===== config.mk =====
export PLATFORM = sky130hd
export DESIGN_NAME = spi_regfile_responder_flat
export DESIGN_NICKNAME = d
export VERILOG_FILES = /design/src/rtl/spi_regfile_responder_if.sv /design/src/rtl/spi_regfile_responder.sv /design/src/flat_wrapper.sv
export SDC_FILE = /design/constraint.sdc
export NUM_CORES = 1
export LEC_CHECK = 0
export CORE_MARGIN = 2
export CORE_UTILIZATION = 37
export CTS_BUF_LIST = sky130_fd_sc_hd__clkbuf_4
export CTS_CLUSTER_DIAMETER = 200
export DETAILED_ROUTE_END_ITERATION = 8
export GPL_TIMING_DRIVEN = 0
export HOLD_SLACK_MARGIN = 0.03
export PLACE_DENSITY = 0.5
export SLEW_MARGIN = 20
export SYNTH_ARGS = -nofsm -noshare
export SYNTH_HDL_FRONTEND = slang
export SYNTH_SLANG_ARGS = --single-unit

===== constraint.sdc =====
create_clock -name clk -period 4 [get_ports clk]
set_clock_uncertainty 0.1 [all_clocks]
set_input_delay 0.4 -clock clk [delete_from_list [all_inputs] [get_ports clk]]
set_output_delay 0.4 -clock clk [all_outputs]
set_load 0.01 [all_outputs]

===== src/rtl/spi_regfile_responder_if.sv =====
// spi_regfile_responder_if
//   Pin bundle between an SPI master and the register-file responder.
//   Ports (as seen by the master modport):
//     sclk    out  SPI clock
//     cs_n    out  chip select, active low
//     mosi    out  master-out data, MSB first
//     miso    in   responder-out data
//     miso_oe in   responder output enable (frame active)
interface spi_regfile_responder_if;
  logic sclk;
  logic cs_n;
  logic mosi;
  logic miso;
  logic miso_oe;

  modport master (output sclk, cs_n, mosi, input miso, miso_oe);
  modport slave  (input sclk, cs_n, mosi, output miso, miso_oe);
endinterface


===== src/rtl/spi_regfile_responder.sv =====
// spi_regfile_responder
//   SPI target that owns a 16x8 register file. A frame starts with a command
//   byte (bit7 = read, bits[3:0] = address) followed by any number of data
//   bytes; the address auto-increments (mod 16) after every data byte.
//   All SPI pins are oversampled on clk; sclk is never used as a clock.
//   Ports:
//     clk        system clock
//     reset      asynchronous, active-low reset
//     mode       {CPOL,CPHA}, latched when a frame starts
//     spi        SPI pins (slave modport): sclk/cs_n/mosi in, miso/miso_oe out
//     wr_valid   one-clk pulse per committed write, with wr_addr/wr_data
//     dbg_addr   debug read address; dbg_data = regfile[dbg_addr] (comb)
//     busy       state != IDLE
//     frame_err  one-clk pulse when a frame ends mid-byte
module spi_regfile_responder #(
  parameter int NREGS       = 16,
  parameter int SYNC_STAGES = 2
) (
  input  logic                   clk,
  input  logic                   reset,
  input  logic [1:0]             mode,
  spi_regfile_responder_if.slave spi,
  output logic                   wr_valid,
  output logic [3:0]             wr_addr,
  output logic [7:0]             wr_data,
  input  logic [3:0]             dbg_addr,
  output logic [7:0]             dbg_data,
  output logic                   busy,
  output logic                   frame_err
);

  localparam logic [1:0] IDLE     = 2'd0;
  localparam logic [1:0] CMD      = 2'd1;
  localparam logic [1:0] DATA     = 2'd2;
  localparam logic [1:0] WAIT_CSH = 2'd3;

  localparam int            SW          = $clog2(SYNC_STAGES + 2);
  localparam logic [SW-1:0] SETTLE_INIT = SW'(SYNC_STAGES + 1);

  logic [SYNC_STAGES-1:0] sclk_sync;
  logic [SYNC_STAGES-1:0] cs_sync;
  logic [SYNC_STAGES-1:0] mosi_sync;
  logic sclk_s, cs_s, mosi_s;
  logic sclk_d, cs_d;
  logic sclk_rise, sclk_fall, cs_fall, cs_rise;
  logic lead_edge, trail_edge, sample_edge, shift_edge;

  logic [1:0]    state;
  logic [SW-1:0] settle;
  logic [1:0]    mode_q;
  logic [2:0]    bit_cnt;
  logic [6:0]    rx;
  logic [7:0]    byte_in;
  logic [7:0]    tx;
  logic          rw;
  logic [3:0]    addr;
  logic [3:0]    addr_inc;
  logic          miso_q;
  logic          oe_q;
  logic [7:0]    regs [NREGS];

  // Input synchronizers plus one extra flop on sclk/cs_n for edge detection.
  // cs_n resets to its inactive level so reset itself never looks like a
  // frame start.
  always_ff @(posedge clk or negedge reset) begin
    if (!reset) begin
      sclk_sync <= '0;
      cs_sync   <= '1;
      mosi_sync <= '0;
      sclk_d    <= 1'b0;
      cs_d      <= 1'b1;
    end else begin
      sclk_sync <= {sclk_sync[SYNC_STAGES-2:0], spi.sclk};
      cs_sync   <= {cs_sync[SYNC_STAGES-2:0], spi.cs_n};
      mosi_sync <= {mosi_sync[SYNC_STAGES-2:0], spi.mosi};
      sclk_d    <= sclk_s;
      cs_d      <= cs_s;
    end
  end

  assign sclk_s = sclk_sync[SYNC_STAGES-1];
  assign cs_s   = cs_sync[SYNC_STAGES-1];
  assign mosi_s = mosi_sync[SYNC_STAGES-1];

  assign sclk_rise = sclk_s & ~sclk_d;
  assign sclk_fall = ~sclk_s & sclk_d;
  assign cs_fall   = ~cs_s & cs_d;
  assign cs_rise   = cs_s & ~cs_d;

  // Leading edge leaves the CPOL idle level; CPHA picks which edge samples.
  assign lead_edge   = mode_q[1] ? sclk_fall : sclk_rise;
  assign trail_edge  = mode_q[1] ? sclk_rise : sclk_fall;
  assign sample_edge = mode_q[0] ? trail_edge : lead_edge;
  assign shift_edge  = mode_q[0] ? lead_edge : trail_edge;

  assign byte_in  = {rx, mosi_s};
  assign addr_inc = addr + 4'd1;

  // Frame FSM, register file and output registers. The settle counter keeps
  // the FSM in IDLE until the synchronizers hold real pin values after reset;
  // if cs_n is low at that point the frame in flight is ignored (WAIT_CSH).
  // A cs_n rise takes priority over any sclk edge seen in the same clk.
  always_ff @(posedge clk or negedge reset) begin
    if (!reset) begin
      state     <= IDLE;
      settle    <= SETTLE_INIT;
      mode_q    <= 2'b00;
      bit_cnt   <= 3'd0;
      rx        <= 7'd0;
      tx        <= 8'd0;
      rw        <= 1'b0;
      addr      <= 4'd0;
      miso_q    <= 1'b0;
      oe_q      <= 1'b0;
      wr_valid  <= 1'b0;
      wr_addr   <= 4'd0;
      wr_data   <= 8'd0;
      frame_err <= 1'b0;
      for (int i = 0; i < NREGS; i++) regs[i] <= 8'd0;
    end else begin
      wr_valid  <= 1'b0;
      frame_err <= 1'b0;
      if (settle != '0) settle <= settle - 1'b1;

      if (state != IDLE && cs_rise) begin
        state   <= IDLE;
        oe_q    <= 1'b0;
        miso_q  <= 1'b0;
        tx      <= 8'd0;
        bit_cnt <= 3'd0;
        if (bit_cnt != 3'd0) frame_err <= 1'b1;
      end else begin
        case (state)
          IDLE: begin
            if (settle == SW'(1)) begin
              if (!cs_s) state <= WAIT_CSH;
            end else if (settle == '0 && cs_fall) begin
              state   <= CMD;
              mode_q  <= mode;
              bit_cnt <= 3'd0;
              rx      <= 7'd0;
              tx      <= 8'd0;
              miso_q  <= 1'b0;
              oe_q    <= 1'b1;
            end
          end
          CMD, DATA: begin
            if (sample_edge) begin
              rx      <= byte_in[6:0];
              bit_cnt <= bit_cnt + 3'd1;
              if (bit_cnt == 3'd7) begin
                if (state == CMD) begin
                  rw    <= byte_in[7];
                  addr  <= byte_in[3:0];
                  tx    <= byte_in[7] ? regs[byte_in[3:0]] : 8'd0;
                  state <= DATA;
                end else begin
                  if (rw) begin
                    tx <= regs[addr_inc];
                  end else begin
                    regs[addr] <= byte_in;
                    wr_valid   <= 1'b1;
                    wr_addr    <= addr;
                    wr_data    <= byte_in;
                  end
                  addr <= addr_inc;
                end
              end
            end else if (shift_edge) begin
              miso_q <= tx[7];
              tx     <= {tx[6:0], 1'b0};
            end
          end
          WAIT_CSH: begin
            state <= WAIT_CSH;
          end
          default: state <= IDLE;
        endcase
      end
    end
  end

  assign busy        = (state != IDLE);
  assign dbg_data    = regs[dbg_addr];
  assign spi.miso    = miso_q;
  assign spi.miso_oe = oe_q;

endmodule

===== src/flat_wrapper.sv =====
// flat-port wrapper written by rule: the top's interface ports become plain ports
module spi_regfile_responder_flat 
#(
  parameter int NREGS       = 16,
  parameter int SYNC_STAGES = 2
)
  (clk, reset, mode, wr_valid, wr_addr, wr_data, dbg_addr, dbg_data, busy, frame_err, spi_sclk, spi_cs_n, spi_mosi, spi_miso, spi_miso_oe);
  spi_regfile_responder_if spi_i ();
  input  logic clk;
  input  logic reset;
  input  logic [1:0] mode;
  output logic wr_valid;
  output logic [3:0] wr_addr;
  output logic [7:0] wr_data;
  input  logic [3:0] dbg_addr;
  output logic [7:0] dbg_data;
  output logic busy;
  output logic frame_err;
  input wire logic [$bits(spi_i.sclk)-1:0] spi_sclk;
  input wire logic [$bits(spi_i.cs_n)-1:0] spi_cs_n;
  input wire logic [$bits(spi_i.mosi)-1:0] spi_mosi;
  output wire logic [$bits(spi_i.miso)-1:0] spi_miso;
  output wire logic [$bits(spi_i.miso_oe)-1:0] spi_miso_oe;
  assign spi_i.sclk = spi_sclk;
  assign spi_i.cs_n = spi_cs_n;
  assign spi_i.mosi = spi_mosi;
  assign spi_miso = spi_i.miso;
  assign spi_miso_oe = spi_i.miso_oe;
  spi_regfile_responder #(.NREGS(NREGS), .SYNC_STAGES(SYNC_STAGES)) u_core (.clk(clk), .reset(reset), .mode(mode), .spi(spi_i), .wr_valid(wr_valid), .wr_addr(wr_addr), .wr_data(wr_data), .dbg_addr(dbg_addr), .dbg_data(dbg_data), .busy(busy), .frame_err(frame_err));
endmodule

## Word-level counts from Yosys, hierarchy flattened

Cells that the tools add are included.

| storage, ports and cells | value |
|---|---|
| register bits | 181 |
| input port bits | 11 |
| output and inout bits | 25 |
| logic and storage cells | 165 |

| cells by class | value |
|---|---|
| add/subtract/negate cells | 3 |
| magnitude comparators | 5 |
| equal/unequal tests | 21 |
| multiplexer cells | 62 |
| bitwise gates (word level) | 16 |
| reduce and logical (&&, ||, !) cells | 23 |

Operators with widths:

| cell | count |
|---|---|
| bitwise mux 128 bit | 1 |
| 2-to-1 mux 8 bit | 16 |
| binary-select mux 8 bit (select 4 bit) | 3 |
| demux 8 bit (select 4 bit) | 1 |
| 2-to-1 mux 1 bit | 21 |
| 2-to-1 mux 7 bit | 3 |
| greater-or-equal comparator 5 bit, second input constant | 4 |
| inverter 4 -> 5 bit | 4 |
| AND reduction 5 bit | 4 |
| one-hot mux 8 bit (2 select lines) | 1 |
| inequality test 3 x 1 -> 1 bit, second input constant | 5 |
| 2-to-1 mux 2 bit | 7 |
| one-hot mux 7 bit (2 select lines) | 1 |
| 2-to-1 mux 3 bit | 4 |
| AND reduction 4 bit | 3 |
| AND reduction 6 bit | 2 |
| nonzero test 2 bit | 5 |
| inequality test 4 x 1 -> 1 bit, second input constant | 2 |
| inequality test 4 bit, second input constant | 2 |
| inverter 1 bit | 8 |
| inequality test 2 x 1 -> 1 bit, second input constant | 3 |
| one-hot mux 2 bit (3 select lines) | 1 |
| one-hot mux 3 bit (2 select lines) | 1 |
| nonzero test 3 bit | 2 |
| other kinds (18) | 26 |

## Longest topological paths before layout

Gate-level depths: netlist (run 1).

| logic depth | value |
|---|---|
| depth after elaboration | 11 |
| mapped depth | 11 |
| gate-level depth less buffers | 8 |

## Worst setup path after synthesis (run 1)

No wires, ideal clock.

| path | value |
|---|---|
| path type | register to register |
| start point | register u_core.addr[0] |
| end point | register u_core.tx[1] |
| setup time | 129 ps |
| data arrival time | 2715 ps |
| data required time | 3771 ps |
| path slack | 1057 ps |
| stages on the path, launching flop included | 12 |
| path buffers | 4 |
| clock period less this slack | 2943 ps |
| cells stage by stage | dfrtp_1 > buf_2 > buf_1 > inv_1 > ha_1 > buf_2 > buf_2 > mux4_2 > mux2i_1 > o22ai_1 > nor4_1 > o31ai_1 |

| on the way | value |
|---|---|
| word-level cells in the longest chain between the ends | 11 |

Ends and longest elaborated chain:

| what | RTL line | text |
|---|---|---|
| start: declaration | spi_regfile_responder.sv:56 | `logic [3:0] addr;` |
| start signal: assignment | spi_regfile_responder.sv:154 | `addr <= byte_in[3:0];` |
| start signal: assignment | spi_regfile_responder.sv:166 | `addr <= addr_inc;` |
| adder 4 x 1 -> 4 bit | spi_regfile_responder.sv:97 | `assign addr_inc = addr + 4'd1;` |
| inverter 4 -> 5 bit (implied by the code) | spi_regfile_responder.sv:159 | `tx <= regs[addr_inc];` |
| binary-select mux 8 bit (select 4 bit) | spi_regfile_responder.sv:159 |  |
| 2-to-1 mux 8 bit (implied by the code) (2 in a row) | spi_regfile_responder.sv:159 |  |
| 2-to-1 mux 8 bit | spi_regfile_responder.sv:158 | `if (rw) begin` |
| 2-to-1 mux 8 bit | spi_regfile_responder.sv:152 | `if (state == CMD) begin` |
| 2-to-1 mux 8 bit | spi_regfile_responder.sv:151 | `if (bit_cnt == 3'd7) begin` |
| 2-to-1 mux 8 bit | spi_regfile_responder.sv:148 | `if (sample_edge) begin` |
| one-hot mux 8 bit (2 select lines) | spi_regfile_responder.sv:133 | `case (state)` |
| 2-to-1 mux 8 bit | spi_regfile_responder.sv:125 | `if (state != IDLE && cs_rise) begin` |
| end signal: assignment | spi_regfile_responder.sv:155 | `tx <= byte_in[7] ? regs[byte_in[3:0]] : 8'd0;` |
| end signal: assignment | spi_regfile_responder.sv:159 |  |
| end signal: assignment | spi_regfile_responder.sv:171 | `tx <= {tx[6:0], 1'b0};` |
| end: declaration | spi_regfile_responder.sv:54 | `logic [7:0] tx;` |

Every way passes these cells. The select of a mux whose other input is x is not followed.
A chain may end at the register's enable or synchronous reset.

## Final worst setup path (run 1)

| path | value |
|---|---|
| start point | input port dbg_addr[1] |
| end point | output port dbg_data[4] |

| on the way | value |
|---|---|
| word-level cells in the longest chain between the ends | 4 |

Ends and longest elaborated chain:

| what | RTL line | text |
|---|---|---|
| start: declaration | flat_wrapper.sv:15 | `input logic [3:0] dbg_addr;` |
| inverter 4 -> 5 bit (implied by the code) | spi_regfile_responder.sv:184 | `assign dbg_data = regs[dbg_addr];` |
| binary-select mux 8 bit (select 4 bit) | spi_regfile_responder.sv:184 |  |
| 2-to-1 mux 8 bit (implied by the code) (2 in a row) | spi_regfile_responder.sv:184 |  |
| end: declaration | flat_wrapper.sv:16 | `output logic [7:0] dbg_data;` |

Every way passes these cells. The select of a mux whose other input is x is not followed.

==> impl_metrics.csv, run 1 <==
group,metric,value,unit
synthesis,syn-cell-area,0.0103,mm²
drt,antenna_left,0,
timing,fmax,263,MHz
timing,slew_viol_final,0,
setup_path,r2r_end,"u_core.tx[7]",
drt,via_per_inst,5.92,
synthesis,synth-seq-cells,181,
layout,fill_cells,2602,
setup_path,cp_max_fo,10,
placed_design,place_area,0.0112,mm²
power_and_ir_drop,p_per_area,367,mW/mm²
setup_path,crit_type,"primary input to output pin",
setup_path,start_kind,"primary input",
global_route,grt_pass1_vias,7494,
placed_design,portBuffers,32,
clocking,cts_sinks,181,
synthesis,ys_async_sr_fraction,100,%
setup_path,arrival,3.31,ns
timing,tightest_slew,1.09,ns
global_route,grt_pass1_wl,48800,µm
clocking,clkTransAtPathRegs,0.16,ns
clocking,htreeDepth,4,
floorplanning,dieArea,0.0293,mm²
global_route,use_met3,6.29,%
synthesis,synthFlopType,"dfrtp_1",
setup_path,reg2regPathDepth,11,
clocking,cts_buffers,17,
global_route,overflow,0,
floorplanning,coreArea,0.0276,mm²
drt,drc,0,
layout,syn2layout_area_growth,11.5,%
timing,slew_headroom,27.3,%
hold_path,hold_class,"primary input to flip-flop",
synthesis,yosys_warnings,0,
job,drv_cap,0,
clocking,cts_tree,"yes",
global_route,grt_max_degree,99,
synthesis,synth-seq-area-share,43.9,%
layout,drive_above_1_share,37.0,%
drt,avgRoutedWirePerCell,26.7,µm
drt,drt_wl_total,32500,µm
clocking,clock-root-buffer,"clkbuf_4",
drt,dr.first_iter.drc_count,635,
layout,multi_input_area,0.00550,mm²
clocking,insertion_delay,0.62,ns
timing,rsz0062_at_grt,"no",
synthesis,synth_edf_count,0,
power_and_ir_drop,leakage,5.00,nW
layout,final_cell_mix,"176 x dfrtp_1, 132 x mux2_2, 91 x mux4_2, 63 x nand2_1, 47 x mux2i_1",
placed_design,hpwl,22300,µm
setup_path,crit_path_end,"dbg_data[4]",
setup_path,crit_start,"dbg_addr[1]",
floorplanning,start_util,37.4,%
clocking,postCtsSetupBuffers,0,
global_route,use_met2,37.2,%
power_and_ir_drop,peakVddDrop,0.000231,V
setup_path,end_kind,"output pin",
floorplanning,fp.dieH,171,µm
clocking,max-clock-path-buffers,2,
layout,layout_commonest_cell,"dfrtp_1",
timing,min_period,3.81,ns
synthesis,synth_cells,773,
setup_path,r2r_slack,0.23,ns
drt,drt_pass1_iterations,6,
synthesis,syn_avg_cell_area,13.4,µm²
global_route,grt_antenna_before_repair,2,
placed_design,finalWeightedCongestion,0.859,
layout,finalNetCount,851,
global_route,use_met1,31.0,%
synthesis,yosysUniqueCellTypes,43,
setup_path,reg2reg_from,"u_core.addr[0]",
timing,tns,0,ns
run_status,outcome,"finished, final reports clean",
synthesis,syn_nets,797,
floorplanning,die_w,171,µm
drt,via_count,7215,
layout,final_cell_area,0.0115,mm²
floorplanning,core.rowCount,61,
floorplanning,ios,36,
layout,seqCellArea,0.00454,mm²
global_route,busiest_layer,"met2",
timing,finalSetupViolCount,0,
timing,hold_viol,0,
timing,period_share,95.2,%
global_route,grt_usage,23.3,%
setup_path,required,3.50,ns
## metrics by stage
step	total power (W)	hold WS, ns	util [%]	std cells	setup WS (ns)
final	0.00423	0.112	41.7	1219	0.194
after global routing	0.00444	0.0748	41.7	1219	0.00253
after CTS	0.00423	0.0401	41.5	1217	0.0226
after detailed placement	0.00316	0.236	40.4	1184	-0.603
after global placement	0.00312	0.237	40.3	1183	-5.11
after floorplan	0.00269	0.00441	-	773	1.06
## report_power, final
group / switching, W / internal [W] / total (W)
sequential: 0.0000406 / 0.00191 / 0.00195
combinational: 0.000849 / 0.000360 / 0.00121
clock: 0.000734 / 0.000336 / 0.00107
## cell families (layout without fill, tap and decap cells)
| group | Yosys count | in the layout | share of synthesized area, % |
|---|---|---|---|
| multiplexers | 270 | 270 | 38.8 |
| XOR/XNOR | 5 | 5 | 0.424 |
| other | 0 | 1 | 0 |
| AO/OA/AOI/OAI | 87 | 87 | 4.95 |
| flip-flops | 181 | 181 | 43.9 |
| adder cells (fa/ha/maj) | 13 | 13 | 1.57 |
| AND/OR/NAND/NOR | 135 | 135 | 7.06 |
| buffers and inverters | 82 | 149 | 3.32 |
## timing repair
item / CTS / global route
hold buffers: 1 / 1
resized for setup: 5 / 6
endpoints found under the setup margin: 8 / 7
hold endpoints to repair: 83 / 1
pin swaps: 0 / 0
## sequential cells by signal, summed over array words and instances (netlist names)
name,flops
u_core.wr_valid,1
u_core.state,2
u_core.settle,2
u_core.tx,8
u_core.spi.miso_oe,1
u_core.rw,1
u_core.sclk_d,1
u_core.spi.miso,1
u_core.bit_cnt,3
u_core.wr_data,8
u_core.cs_sync,2
u_core.frame_err,1
u_core.addr,4
u_core.mosi_sync,2
u_core.rx,7
u_core.mode_q,2
u_core.regs,128
u_core.cs_d,1
u_core.sclk_sync,2
u_core.wr_addr,4
## layout make-up
class / instances / share of cell area, %
multi-input cells: 510 / 47.8
repair buffers: 35 / 3.24
plain buffers: 56 / 2.23
clock buffers: 18 / 1.17
flip-flops and latches: 181 / 39.4
diodes: 1 / 0.0217
clock inverters: 14 / 1.24
well taps: 378 / 4.11
inverters: 26 / 0.847
## how the worst min path moves through the flow
stage / startpoint / to / cells after the start
2_1_floorplan: reset / u_core.addr[0] / 0
3_3_place_gp: u_core.mosi_sync[0] / u_core.mosi_sync[1] / 0
3_5_place_dp: u_core.sclk_sync[0] / u_core.sclk_sync[1] / 0
4_1_cts: spi_cs_n / u_core.cs_sync[0] / 1
5_1_grt: spi_mosi / u_core.mosi_sync[0] / 1
6_report: spi_mosi / u_core.mosi_sync[0] / 1
## synth_stat cells (all sizes together), types with 2 or more instances
cell | instances | share of area [%]
a21oi | 20 | 0.97
a22o | 2 | 0.17
a22oi | 7 | 0.51
a31oi | 2 | 0.12
and3 | 8 | 0.48
buf | 24 | 1.2
clkbuf | 32 | 1.2
dfrtp | 176 | 43
dfstp | 5 | 1.3
ha | 13 | 1.6
inv | 25 | 0.91
mux2 | 132 | 14
mux2i | 47 | 4.6
mux4 | 91 | 20
nand2 | 75 | 3.0
nand3 | 16 | 1.3
nor2 | 13 | 0.76
nor2b | 5 | 0.30
nor3 | 3 | 0.15
nor4 | 7 | 0.42
o21ai | 34 | 1.6
o22ai | 9 | 0.54
o31ai | 8 | 0.58
or2 | 2 | 0.12
xnor2 | 2 | 0.17
xor2 | 3 | 0.25
## worst max-delay path: stages
cell and delay [ns]:
clkdlybuf4s50_1 0.60, clkbuf_1 0.83, mux4_2 0.46, mux4_2 0.49
clkdlybuf4s50_1 0.52
## layer usage
layer | share of wire, % | routed length [µm]
met5 | 0 | 0
met4 | 2.8 | 902
met3 | 7.8 | 2550
met2 | 47 | 15400
met1 | 42 | 13600
Power figures use the tool's default switching activity.
==> run 2, diff against run 1 <==
--- a/config.mk
+++ b/config.mk
@@ -15,3 +15,2 @@
 export PLACE_DENSITY = 0.5
-export SLEW_MARGIN = 20
 export SYNTH_ARGS = -nofsm -noshare
--- a/constraint.sdc
+++ b/constraint.sdc
@@ -4,2 +4,2 @@
 set_output_delay 0.4 -clock clk [all_outputs]
-set_load 0.01 [all_outputs]
+set_load 0.05 [all_outputs]
==> run 2 against run 1 <==
Net effect:
- first-iteration DRC count is 0.16% higher
- clock power rose by 12%
- power is 4.0% higher
- final cell count is the same
- largest power group unchanged
==> impl_metrics.csv, run 2 (synthesis results as in run 1) <==
group,metric,value,unit
power_and_ir_drop,seqPwrFrac,44.3,%
power_and_ir_drop,swShare,38.0,%
clocking,clkTransAtPathRegs,0.17,ns
layout,reg_top3,"u_core.regs x128, u_core.tx x8, u_core.wr_data x8",
drt,dr.first_iter.drc_count,636,
timing,whs,0.106,ns
drt,avgRoutedWirePerCell,26.4,µm
setup_path,r2r_end,"u_core.tx[3]",
placed_design,hpwl,22300,µm
setup_path,required,4.36,ns
timing,slew_headroom,11.0,%
global_route,grt_pass1_wl,48600,µm
power_and_ir_drop,p_int,0.00273,W
timing,min_period,3.76,ns
drt,via_count,7105,
hold_path,hold_class,"primary input to flip-flop",
layout,syn2layout_area_growth,11.9,%
floorplanning,die_w,171,µm
timing,hold_viol,0,
power_and_ir_drop,p_per_area,380,mW/mm²
drt,wl_met1,13600,µm
drt,drt_pass1_iterations,5,
drt,via_per_inst,5.83,
power_and_ir_drop,clkPwrFrac,27.2,%
timing,fmax,266,MHz
global_route,grt_max_degree,101,
drt,drt_wl_total,32200,µm
floorplanning,coreArea,0.0276,mm²
power_and_ir_drop,p_switching,0.00167,W
layout,finalNonFillerCells,1219,
drt,top_layer_used,"met4",
layout,drive_above_1_share,37.3,%
job,drv_cap,0,
timing,rsz0062_at_grt,"no",
drt,met3_length,2520,µm
power_and_ir_drop,peakVddDrop,0.000236,V
run_status,outcome,"finished, final reports clean",
global_route,grt_usage,23.3,%
setup_path,crit_start,"u_core.addr[0]",
timing,period_share,94.1,%
floorplanning,ios,36,
power_and_ir_drop,p_comb_share,28.5,%
setup_path,arrival,4.12,ns
clocking,cts_sinks,181,
setup_path,end_kind,"flip-flop",
floorplanning,start_util,37.4,%
power_and_ir_drop,leakage,5.04,nW
timing,tightest_slew,1.33,ns
drt,wl_met2,15300,µm
clocking,clock-root-buffer,"clkbuf_4",
clocking,insertion_delay,0.61,ns
floorplanning,dieArea,0.0293,mm²
timing,finalSetupViolCount,0,
clocking,postCtsSetupBuffers,0,
setup_path,cp_max_fo,10,
layout,layout_commonest_cell,"dfrtp_1",
layout,max_flop_register,"u_core.regs",
clocking,max-clock-path-buffers,2,
clocking,cts_tree,"yes",
layout,finalNetCount,851,
floorplanning,core.rowCount,61,
placed_design,portBuffers,32,
setup_path,crit_type,"flip-flop to flip-flop",
setup_path,reg2reg_from,"u_core.addr[0]",
clocking,cts_buffers,17,
placed_design,finalWeightedCongestion,0.859,
timing,slew_viol_final,0,
setup_path,r2r_slack,0.24,ns
drt,drc,0,
global_route,grt_pass1_vias,7468,
setup_path,start_kind,"flip-flop",
setup_path,reg2regPathDepth,11,
placed_design,dp.cells,1184,
layout,largest_register_ffs,128,
floorplanning,fp.dieH,171,µm
clocking,htreeDepth,4,
setup_path,crit_path_end,"u_core.tx[3]",
layout,final_cell_mix,"176 x dfrtp_1, 132 x mux2_2, 91 x mux4_2, 63 x nand2_1, 47 x mux2i_1",
global_route,overflow,0,
global_route,grt_antenna_before_repair,1,
drt,antenna_left,0,
[run 2: cell count changes in the layout (fill, tap and decap cells not counted), sizes merged]
cell / before / now
inv: 32 / 31
clkinvlp: 4 / 3
bufinv: 1 / 3
[run 2: worst min-delay path by stage]
stage | start | to | depth (start not counted)
floorplan | reset | u_core.addr[0] | 0
global placement | u_core.mosi_sync[0] | u_core.mosi_sync[1] | 0
detailed placement | u_core.mosi_sync[0] | u_core.mosi_sync[1] | 0
CTS | spi_cs_n | u_core.cs_sync[0] | 1
global route | spi_mosi | u_core.mosi_sync[0] | 1
finish | spi_mosi | u_core.mosi_sync[0] | 1
[run 2: cell type report]
| type | instances | area [µm²] |
|---|---|---|
| multi-input cells | 510 | 5490 |
| diodes | 1 | 2.50 |
| clock inverters | 14 | 190 |
| repair buffers | 35 | 373 |
| fillers | 2614 | 16100 |
| plain buffers | 56 | 260 |
| flip-flops and latches | 181 | 4540 |
| clock buffers | 18 | 135 |
| inverters | 26 | 97.6 |
| well taps | 378 | 473 |
[run 2: stage by stage]
stage          setup WS, ns  power [W]  area (µm²)  util, %  setup TNS [ns]
2_1_floorplan          1.06    0.00274       10300        -               0
3_3_place_gp          -5.11    0.00317       11100     40.3         -912.72
3_5_place_dp         -0.611    0.00321       11200     40.4           -3.08
4_1_cts             0.00823    0.00441       11500     41.7               0
5_1_grt             0.00744    0.00462       11600     41.8               0
6_report              0.238    0.00440       11600     41.8               0
[run 2: routing by layer]
metal | up-vias | track usage (%)
met5 | - | 0
met4 | 0 | 7.26
met3 | 53 | 7.54
met2 | 289 | 36.9
met1 | 3727 | 30.4
li1 | 3036 | -
[run 2: timing repair]
item / CTS / global route
gates cloned: 0 / 0
resized for setup: 7 / 9
endpoints found under the setup margin: 10 / 12
endpoints found under the hold margin: 81 / 1
hold buffers: 1 / 1
[run 2: critical path, stage by stage, from the launching register on]
cell and delay (ns):
dfrtp_1 0.42, buf_2 0.37, clkbuf_4 0.36, inv_1 0.11, ha_1 0.28, buf_2 0.27, buf_4 0.34, mux4_2 0.54
mux2i_1 0.15, o22ai_1 0.14, nor4_1 0.39, o31ai_1 0.14
[run 2: power by group through the flow]
stage	Combinational (W)	Sequential [W]	Clock (W)
5_1_grt	0.00136	0.00195	0.00131
2_1_floorplan	0.000735	0.00200	0
4_1_cts	0.00124	0.00195	0.00123
3_5_place_dp	0.00123	0.00198	0
6_report	0.00125	0.00195	0.00120
3_3_place_gp	0.00119	0.00198	0
==> run 3, diff against run 2 <==
SKIP_LAST_GASP = 1   (was unset)
TNS_END_PERCENT = 50   (was unset)
==> run 3 against run 2 <==
Net effect:
- hold slack worse by 0.0084 ns
- combinational power hardly changed
- clock power hardly changed
- first-iteration DRC count is 7.4% higher
- setup slack worse by 0.096 ns
- sequential share of layout area hardly changed
- critical path depth stayed put
- critical endpoint is now u_core.tx[2]
- highest routed layer is now met5
==> impl_metrics.csv, run 3 (synthesis results as in run 1) <==
group,metric,value,unit
power_and_ir_drop,p_per_area,381,mW/mm²
global_route,grt_usage,23.3,%
drt,drt_wl_total,32200,µm
timing,tightest_slew,1.29,ns
drt,dr.first_iter.drc_count,683,
setup_path,end_kind,"flip-flop",
floorplanning,die_w,171,µm
hold_path,hold_class,"primary input to flip-flop",
drt,via_per_inst,5.87,
drt,drc,0,
layout,fill_cells,2617,
placed_design,portBuffers,32,
job,drv_cap,0,
global_route,grt_antenna_before_repair,1,
floorplanning,core.rowCount,61,
clocking,htreeDepth,4,
timing,min_period,3.86,ns
layout,drive_above_1_share,37.1,%
clocking,postCtsSetupBuffers,0,
global_route,grt_max_degree,101,
power_and_ir_drop,peakVddDrop,0.000237,V
timing,slew_headroom,13.8,%
timing,finalSetupViolCount,0,
timing,fmax,259,MHz
drt,avgRoutedWirePerCell,26.4,µm
setup_path,start_kind,"flip-flop",
floorplanning,start_util,37.4,%
timing,whs,0.0975,ns
clocking,clock-root-buffer,"clkbuf_4",
clocking,cts_tree,"yes",
clocking,max-clock-path-buffers,2,
placed_design,place_area,0.0112,mm²
layout,max_flop_register,"u_core.regs",
setup_path,arrival,4.25,ns
timing,rsz0062_at_grt,"yes",
placed_design,hpwl,22300,µm
timing,slew_viol_final,0,
floorplanning,dieArea,0.0293,mm²
setup_path,cp_max_fo,10,
drt,antenna_left,0,
timing,tns,0,ns
clocking,cts_buffers,17,
layout,final_cell_area,0.0116,mm²
floorplanning,fp.dieH,171,µm
layout,finalNetCount,851,
timing,setup_slack,0.142,ns
layout,layout_commonest_cell,"dfrtp_1",
layout,utilization,41.8,%
layout,final_cell_mix,"176 x dfrtp_1, 132 x mux2_2, 91 x mux4_2, 63 x nand2_1, 47 x mux2i_1",
clocking,clkTransAtPathRegs,0.17,ns
run_status,outcome,"finished, final reports clean",
global_route,grt_pass1_wl,48600,µm
global_route,overflow,0,
setup_path,crit_type,"flip-flop to flip-flop",
clocking,cts_sinks,181,
layout,syn2layout_area_growth,11.9,%
drt,drt_pass1_iterations,5,
floorplanning,coreArea,0.0276,mm²
layout,largest_register_ffs,128,
setup_path,required,4.39,ns
drt,via_count,7157,
power_and_ir_drop,leakage,5.04,nW
global_route,grt_pass1_vias,7461,
placed_design,finalWeightedCongestion,0.859,
layout,reg_top3,"u_core.regs x128, u_core.tx x8, u_core.wr_data x8",
placed_design,post-place-ws,-0.611,ns
clocking,insertion_delay,0.62,ns
timing,period_share,96.4,%
timing,hold_viol,0,
floorplanning,ios,36,
-- run 3: path summary, 6_finish.rpt --
kind / from / endpoint / slack (ns) / cells after the start
max in group asynchronous: reset / u_core.regs[111] / 2.64 / 3
min: spi_mosi / u_core.mosi_sync[0] / 0.1 / 1
min in group asynchronous: reset / u_core.spi.miso_oe / 0.22 / 2
max reg2reg: u_core.addr[0] / u_core.tx[2] / 0.14 / 11
min reg2reg: u_core.cs_sync[0] / u_core.cs_sync[1] / 0.27 / 0
max: u_core.addr[0] / u_core.tx[2] / 0.14 / 11
-- run 3: metal layers --
metal	GRT usage, %	wire [µm]
met4	7.15	768
met1	30.3	13400
met5	2.09	76
met2	37.0	15300
met3	7.40	2630
-- run 3: timing repair --
action	CTS	global route
hold endpoints to repair	81	1
hold buffers	1	1
resized for setup	5	14
setup endpoints to repair	10	15
-- run 3: worst max-delay path, cell delays in order (launching register included) --
cell and delay (ns):
dfrtp_1 0.42, buf_2 0.38, clkbuf_4 0.36, inv_1 0.11
ha_1 0.28, buf_2 0.28, buf_4 0.34, mux4_2 0.55
mux2i_1 0.18, o22ai_1 0.12, nor4_1 0.45, o31ai_1 0.15
-- run 3: area by class of cell --
cell class,instances,area (µm²),area share (%)
Antenna cell,2,5.00,0.0433
Buffer,56,260,2.25
Clock buffer,18,135,1.17
Clock inverter,14,190,1.65
Inverter,26,97.6,0.844
Multi-Input combinational cell,510,5490,47.5
Sequential cell,181,4540,39.2
Tap cell,378,473,4.09
Timing Repair Buffer,35,373,3.23
-- run 3: through the flow --
| step | power (W) | std cells |
|---|---|---|
| 5_1_grt | 0.00462 | 1220 |
| 2_1_floorplan | 0.00274 | 773 |
| 4_1_cts | 0.00441 | 1217 |
| 3_5_place_dp | 0.00321 | 1184 |
| 6_report | 0.00440 | 1220 |
| 3_3_place_gp | 0.00317 | 1183 |
-- run 3: power breakdown --
part           leakage [nW]  switching [W]  total, W  internal [W]
Clock                 0.166       0.000738   0.00120      0.000461
Combinational          2.38       0.000895   0.00125      0.000358
Sequential             2.49      0.0000405   0.00195       0.00191
Total                  5.04        0.00167   0.00440       0.00272
